File: config.mk
export PLATFORM = sky130hd
export DESIGN_NAME = mux_host_ctrl
export DESIGN_NICKNAME = d
export VERILOG_FILES = /design/src/rtl/mux_host_ctrl.sv
export SDC_FILE = /design/constraint.sdc
export NUM_CORES = 1
export LEC_CHECK = 0
export ABC_AREA = 0
export CAP_MARGIN = 20
export CORE_ASPECT_RATIO = 0.8
export CORE_MARGIN = 4
export CORE_UTILIZATION = 52
export CTS_CLUSTER_SIZE = 8
export DETAILED_ROUTE_END_ITERATION = 16
export GPL_ROUTABILITY_DRIVEN = 0
export PLACE_DENSITY_LB_ADDON = 0.1
export SLEW_MARGIN = 5
export SYNTH_ARGS = -nofsm -noshare
export SYNTH_HDL_FRONTEND = slang
export SYNTH_SLANG_ARGS = --single-unit
File: constraint.sdc
create_clock -name clk -period 5.3 [get_ports clk]
set_input_delay 1.325 -clock clk [delete_from_list [all_inputs] [get_ports clk]]
set_output_delay 1.325 -clock clk [all_outputs]
set_load 0.05 [all_outputs]
File: src/rtl/mux_host_ctrl.sv
// -----------------------------------------------------------------------------
// mux_host_ctrl
//   Host-side initiator for the console-mux UART command protocol. One command
//   is accepted per valid/ready handshake. Its opcode and payload bytes are sent
//   MSB first through an external uart_tx. Response bytes from an external
//   uart_rx are then shifted into a 32-bit result word. Completion is reported
//   with a one-cycle resp_valid pulse. resp_err flags an invalid opcode or a
//   stalled transfer.
//
// Ports
//   clk, rst               system clock; asynchronous active-high reset
//   cmd_valid/cmd_ready    command handshake (ready only while idle)
//   cmd_op[2:0]            1=READ_MASK 2=READ_PINMAP 3=WRITE_MASK 4=WRITE_PINMAP
//   cmd_wdata[31:0]        write payload (mask uses [15:0])
//   resp_valid             one-cycle completion pulse
//   resp_data[31:0]        read result, zero-extended; held until next accept
//   resp_err               qualifies resp_valid: invalid opcode or timeout
//   tx_data[7:0], tx_start byte and start pulse to uart_tx
//   tx_done                uart_tx idle level (high = idle)
//   rx_ready, rx_data[7:0] uart_rx byte strobe (rising edge) and byte
// -----------------------------------------------------------------------------
module mux_host_ctrl #(
   parameter int CLOCK_PER_BIT = 16,
   parameter int RESP_TIMEOUT  = 4096
) (
   input  logic        clk,
   input  logic        rst,
   input  logic        cmd_valid,
   output logic        cmd_ready,
   input  logic [2:0]  cmd_op,
   input  logic [31:0] cmd_wdata,
   output logic        resp_valid,
   output logic [31:0] resp_data,
   output logic        resp_err,
   output logic [7:0]  tx_data,
   output logic        tx_start,
   input  logic        tx_done,
   input  logic        rx_ready,
   input  logic [7:0]  rx_data
);

   // The cycle counter is wide enough for the timeout limit and for at least
   // one UART frame plus margin, so small timeout settings still size sensibly.
   localparam int FRAME_SPAN = CLOCK_PER_BIT * 12;
   localparam int CNT_MAX    = (RESP_TIMEOUT > FRAME_SPAN) ? RESP_TIMEOUT : FRAME_SPAN;
   localparam int CNT_W      = $clog2(CNT_MAX + 1);
   localparam logic [CNT_W-1:0] CNT_LAST = CNT_W'(RESP_TIMEOUT - 1);

   typedef enum logic [2:0] {
      S_IDLE,
      S_TX_START,
      S_TX_WAIT_BUSY,
      S_TX_WAIT_IDLE,
      S_RECV,
      S_DONE
   } state_t;

   state_t           state_q,      state_d;
   logic [39:0]      tx_sh_q,      tx_sh_d;
   logic [2:0]       tx_left_q,    tx_left_d;
   logic [2:0]       rx_left_q,    rx_left_d;
   logic [CNT_W-1:0] cnt_q,        cnt_d;
   logic             rx_prev_q,    rx_prev_d;
   logic             cmd_ready_q,  cmd_ready_d;
   logic             tx_start_q,   tx_start_d;
   logic [7:0]       tx_data_q,    tx_data_d;
   logic             resp_valid_q, resp_valid_d;
   logic [31:0]      resp_data_q,  resp_data_d;
   logic             resp_err_q,   resp_err_d;

   logic rx_edge;
   logic rx_taken;
   logic busy;

   assign rx_edge = rx_ready & ~rx_prev_q;

   always_comb begin
      state_d      = state_q;
      tx_sh_d      = tx_sh_q;
      tx_left_d    = tx_left_q;
      rx_left_d    = rx_left_q;
      cnt_d        = cnt_q + CNT_W'(1);
      rx_prev_d    = rx_ready;
      cmd_ready_d  = cmd_ready_q;
      tx_start_d   = 1'b0;
      tx_data_d    = tx_data_q;
      resp_valid_d = 1'b0;
      resp_data_d  = resp_data_q;
      resp_err_d   = resp_err_q;
      rx_taken     = 1'b0;
      busy         = (state_q != S_IDLE) && (state_q != S_DONE);

      case (state_q)
         S_IDLE: begin
            cnt_d       = '0;
            cmd_ready_d = 1'b1;
            if (cmd_valid && cmd_ready_q) begin
               resp_data_d = '0;
               resp_err_d  = 1'b0;
               // The byte plan is latched here; the shift register always
               // presents the next byte to send in its top eight bits.
               case (cmd_op)
                  3'd1: begin
                     tx_sh_d     = {8'h01, 32'h0};
                     tx_left_d   = 3'd1;
                     rx_left_d   = 3'd2;
                     state_d     = S_TX_START;
                     cmd_ready_d = 1'b0;
                  end
                  3'd2: begin
                     tx_sh_d     = {8'h02, 32'h0};
                     tx_left_d   = 3'd1;
                     rx_left_d   = 3'd4;
                     state_d     = S_TX_START;
                     cmd_ready_d = 1'b0;
                  end
                  3'd3: begin
                     tx_sh_d     = {8'h03, cmd_wdata[15:0], 16'h0};
                     tx_left_d   = 3'd3;
                     rx_left_d   = 3'd0;
                     state_d     = S_TX_START;
                     cmd_ready_d = 1'b0;
                  end
                  3'd4: begin
                     tx_sh_d     = {8'h04, cmd_wdata};
                     tx_left_d   = 3'd5;
                     rx_left_d   = 3'd0;
                     state_d     = S_TX_START;
                     cmd_ready_d = 1'b0;
                  end
                  default: begin
                     // Unknown opcode: report the error immediately and stay
                     // idle, so nothing reaches the UART.
                     resp_valid_d = 1'b1;
                     resp_err_d   = 1'b1;
                  end
               endcase
            end
         end

         S_TX_START: begin
            if (tx_done) begin
               tx_start_d = 1'b1;
               tx_data_d  = tx_sh_q[39:32];
               tx_sh_d    = {tx_sh_q[31:0], 8'h00};
               tx_left_d  = tx_left_q - 3'd1;
               state_d    = S_TX_WAIT_BUSY;
            end
         end

         S_TX_WAIT_BUSY: begin
            if (!tx_done) begin
               state_d = S_TX_WAIT_IDLE;
            end
         end

         S_TX_WAIT_IDLE: begin
            if (tx_done) begin
               if (tx_left_q != 3'd0) begin
                  state_d = S_TX_START;
               end else if (rx_left_q != 3'd0) begin
                  state_d = S_RECV;
               end else begin
                  state_d      = S_DONE;
                  resp_valid_d = 1'b1;
                  resp_err_d   = 1'b0;
               end
            end
         end

         S_RECV: begin
            if (rx_edge) begin
               rx_taken    = 1'b1;
               resp_data_d = {resp_data_q[23:0], rx_data};
               rx_left_d   = rx_left_q - 3'd1;
               cnt_d       = '0;
               if (rx_left_q == 3'd1) begin
                  state_d      = S_DONE;
                  resp_valid_d = 1'b1;
                  resp_err_d   = 1'b0;
               end
            end
         end

         S_DONE: begin
            cnt_d       = '0;
            cmd_ready_d = 1'b1;
            state_d     = S_IDLE;
         end

         default: begin
            cnt_d       = '0;
            cmd_ready_d = 1'b1;
            state_d     = S_IDLE;
         end
      endcase

      // Any progress restarts the timeout window. Without progress, the
      // counter running out ends the command with an error and keeps the
      // bytes already assembled.
      if (state_d != state_q) begin
         cnt_d = '0;
      end else if (busy && !rx_taken && (cnt_q == CNT_LAST)) begin
         state_d      = S_IDLE;
         cnt_d        = '0;
         cmd_ready_d  = 1'b1;
         tx_start_d   = 1'b0;
         resp_valid_d = 1'b1;
         resp_err_d   = 1'b1;
      end
   end

   always_ff @(posedge clk or posedge rst) begin
      if (rst) begin
         state_q      <= S_IDLE;
         tx_sh_q      <= '0;
         tx_left_q    <= '0;
         rx_left_q    <= '0;
         cnt_q        <= '0;
         rx_prev_q    <= 1'b0;
         cmd_ready_q  <= 1'b1;
         tx_start_q   <= 1'b0;
         tx_data_q    <= 8'hFF;
         resp_valid_q <= 1'b0;
         resp_data_q  <= '0;
         resp_err_q   <= 1'b0;
      end else begin
         state_q      <= state_d;
         tx_sh_q      <= tx_sh_d;
         tx_left_q    <= tx_left_d;
         rx_left_q    <= rx_left_d;
         cnt_q        <= cnt_d;
         rx_prev_q    <= rx_prev_d;
         cmd_ready_q  <= cmd_ready_d;
         tx_start_q   <= tx_start_d;
         tx_data_q    <= tx_data_d;
         resp_valid_q <= resp_valid_d;
         resp_data_q  <= resp_data_d;
         resp_err_q   <= resp_err_d;
      end
   end

   assign cmd_ready  = cmd_ready_q;
   assign tx_start   = tx_start_q;
   assign tx_data    = tx_data_q;
   assign resp_valid = resp_valid_q;
   assign resp_data  = resp_data_q;
   assign resp_err   = resp_err_q;

endmodule

==> impl_metrics.tcl <==
set metrics [dict create \
    max_slew.worst_pin.slew_ns 1.03 \
    cts_max_path_buffers 2 \
    yosys-mux-area-fraction_pct 0.428 \
    initial_core_util_pct 54.0 \
    mostFrequentLayoutCells "141 x nand2_1, 98 x dfrtp_1, 91 x clkdlybuf4s50_1, 56 x o21ai_0, 52 x nor2_1" \
    synth-seq-area-share_pct 54.2 \
    place.port_buffers 91 \
    grt_pass1_vias 3912 \
    clk_latency_ns 0.35 \
    nets 677 \
    drt_iter0_drc 395 \
    area_growth_pct 25.6 \
    cts_root_buf "clkbuf_16" \
    ys_warn_count 0 \
    drive_above_1_share_pct 7.64 \
    max_freq_ghz 0.304 \
    synth_xor_area_share_pct 2.47 \
    cp.required_ns 5.57 \
    hold_buffers 0 \
    outcome "finished, final reports clean" \
    vias 4095 \
    die_x_um 117 \
    grt_max_degree 73 \
    power_frac_comb_pct 33.0 \
    core-area_um2 9190 \
    diodes 0 \
    dp.cells 726 \
    fp.dieArea_um2 11200 \
    synth.distinct_cells 54 \
    final_cells 743 \
    synthCells 547 \
    routed_via_density 5.51 \
    grt_pass1_wl_um 19300 \
    chipHeight_um 95.4 \
    yosysTopAreaCellShare_pct 49.4 \
    path_max_fanout 26 \
    ant_nets 0 \
    p_leak_nw 2.63 \
    critPathLaunchType "input port" \
    fin_crit_sh_pct 62.1 \
    grt_usage_pct 22.0 \
    syn-num-nets 601 \
    synth_compound_area_share_pct 16.7 \
    cts_tree "yes" \
    synth.area.top_cells "dfrtp_1 49%, nand2_1 11%, o21ai_0 5.6%, dfstp_2 4.8%, nor2_1 3.9%" \
    syn_area_um2 4960 \
    numCtsBuffers 9 \
    setup_viol 0 \
    synth_top_family_by_area "simple AND/OR/NAND/NOR gates" \
    rsz0062_at_grt "no" \
    synth-adder-area-share_pct 1.51 \
    io_pins 92 \
    clkTransAtPathRegs_ns 0.07 \
    cp_common_cell "o21ai_1" \
    p_int_w 0.00176 \
    drc 0 \
    rows 31 \
    synth_flop_cell "dfrtp_1" \
    critPathMaxStageDelay_ns 0.84 \
    cp.arrival_ns 3.56 \
    htree_levels 3 \
    worstSetupEndpointType "register" \
    place_hpwl_um 8030 \
    p_sw_w 0.00104 \
    avgSynthCellArea_um2 9.08 \
    powerDensity_nw_per_um2 450 \
    cts_resized 0 \
    post-cts-setup-buffers 0 \
    setup_tns_ns 0 \
    critPathKind "in2reg" \
    ir_worst_vdd_uv 291 \
    globalRouteOverflowTotal 0 \
    ys_seq_elements 107 \
    synth-edff-count 0 \
    critPathSlowestCell "and2_1" \
    cts.sinks 107 \
    async_flop_share_pct 100 \
    path_cells "clkdlybuf4s50_1 > or3_1 > nand4_1 > and2_1 > o21ai_1 > o21ai_1" \
    post-route-min-period_ns 3.29 \
    final_common_cell "nand2_1" \
    relSlewSlack_pct 31.3 \
    clkPwrFrac_pct 24.7 \
    hold_viol_final 0 \
    wire_per_inst_um 16.1 \
    synthSimpleGateAreaFrac_pct 20.5 \
    pwr-share-seq_pct 42.3 \
    finalWirelength_um 11900 \
    hp-class "reg2reg" \
    synth_top_area_cell "dfrtp_1" \
    sw_frac_of_total_pct 37.1 \
    drt_first_pass_iters 5 \
    drv_slew 0 \
    antenna_found_initial 0 \
    cap_violations 0 \
    fin_skew_ns 0.00886 \
]
state kept, by name (all words and copies together), names as in the netlist:
register	cells
tx_sh_q	40
cmd_ready	1
cnt_q	13
resp_valid	1
rx_left_q	3
tx_data	8
state_q	3
tx_left_q	3
rx_prev_q	1
resp_data	32
tx_start	1
resp_err	1
stage by stage:
stage / total power, W / utilization, % / hold WS (ns) / worst slack, ns / instance area [um^2]
after floorplan: 0.00188 / - / 0.423 / 1.17 / 4960
after global placement: 0.00209 / 64.3 / 0.437 / 1.75 / 5910
after detailed placement: 0.00213 / 64.3 / 0.450 / 1.66 / 5910
after CTS: 0.00282 / 67.7 / 0.461 / 2.03 / 6230
after global routing: 0.00298 / 67.9 / 0.470 / 1.75 / 6240
final: 0.00280 / 67.9 / 0.457 / 2.01 / 6240
per-layer routing:
layer	track usage, %	routed length, um	vias to the layer above
met3	5.01	702	15
met2	33.9	5450	124
met5	0	0	-
met1	31.4	5600	1964
met4	6.40	170	0
li1	-	-	1992
synth_stat cells (2+ instances only):
library cell and instances:
a21oi_1 34, a21oi_2 3, a221oi_1 2, a22o_1 5, a22oi_1 15, and2_1 3, and3_1 2, buf_2 12
buf_4 3, buf_6 2, clkbuf_1 16, dfrtp_1 98, dfstp_2 9, ha_1 6, inv_1 11, nand2_1 141
nand2b_1 5, nand3_1 8, nand4_1 5, nor2_1 52, nor2b_1 2, nor3_1 2, nor3b_2 2, o21ai_0 56
o21ai_1 10, o31ai_1 2, or3_1 2, xnor2_1 7, xor2_1 7
final timing paths:
check                      startpoint      endpoint  slack, ns  depth (start not counted)
min reg2reg                tx_data[4]    tx_data[4]       0.46                          2
max in group asynchronous         rst     cmd_ready       2.90                          3
max reg2reg                state_q[0]  tx_left_q[1]       2.68                          5
min                        tx_data[4]    tx_data[4]       0.46                          2
max                         cmd_op[0]  tx_left_q[2]       2.01                          6
min in group asynchronous         rst   tx_sh_q[29]       1.51                          2
power by group through the flow:
stage               clock network (W)  registers [W]  logic, W
floorplan                           0        0.00129  0.000586
global placement                    0        0.00119  0.000896
detailed placement                  0        0.00120  0.000924
CTS                          0.000708        0.00119  0.000928
global route                 0.000740        0.00121   0.00103
finish                       0.000692        0.00119  0.000925
final cells by class:
cell class                 instances  area [um^2]
sequential                       107         2690
clock inverter                     5         60.1
multi-input combinational        395         2080
fill                             750         2960
clock buffer                      11          253
timing repair buffer              98          967
inverter                          12         47.5
tap                              115          144
critical path: cells and delay by family:
family	cells	cell delay (ns)
compound gates	2	0.27
buf+inv	1	0.53
simple gates	3	1.44
kinds of logic (layout without fill, tap and decap cells):
| kind of cell | Yosys count | count (layout) |
|---|---|---|
| simple gates | 235 | 235 |
| flops | 107 | 107 |
| buf+inv | 45 | 126 |
| compound gates | 138 | 138 |
| xor+xnor | 14 | 14 |
| fa+ha+maj | 6 | 6 |
| mux | 2 | 2 |
Power figures use the tool's default switching activity.
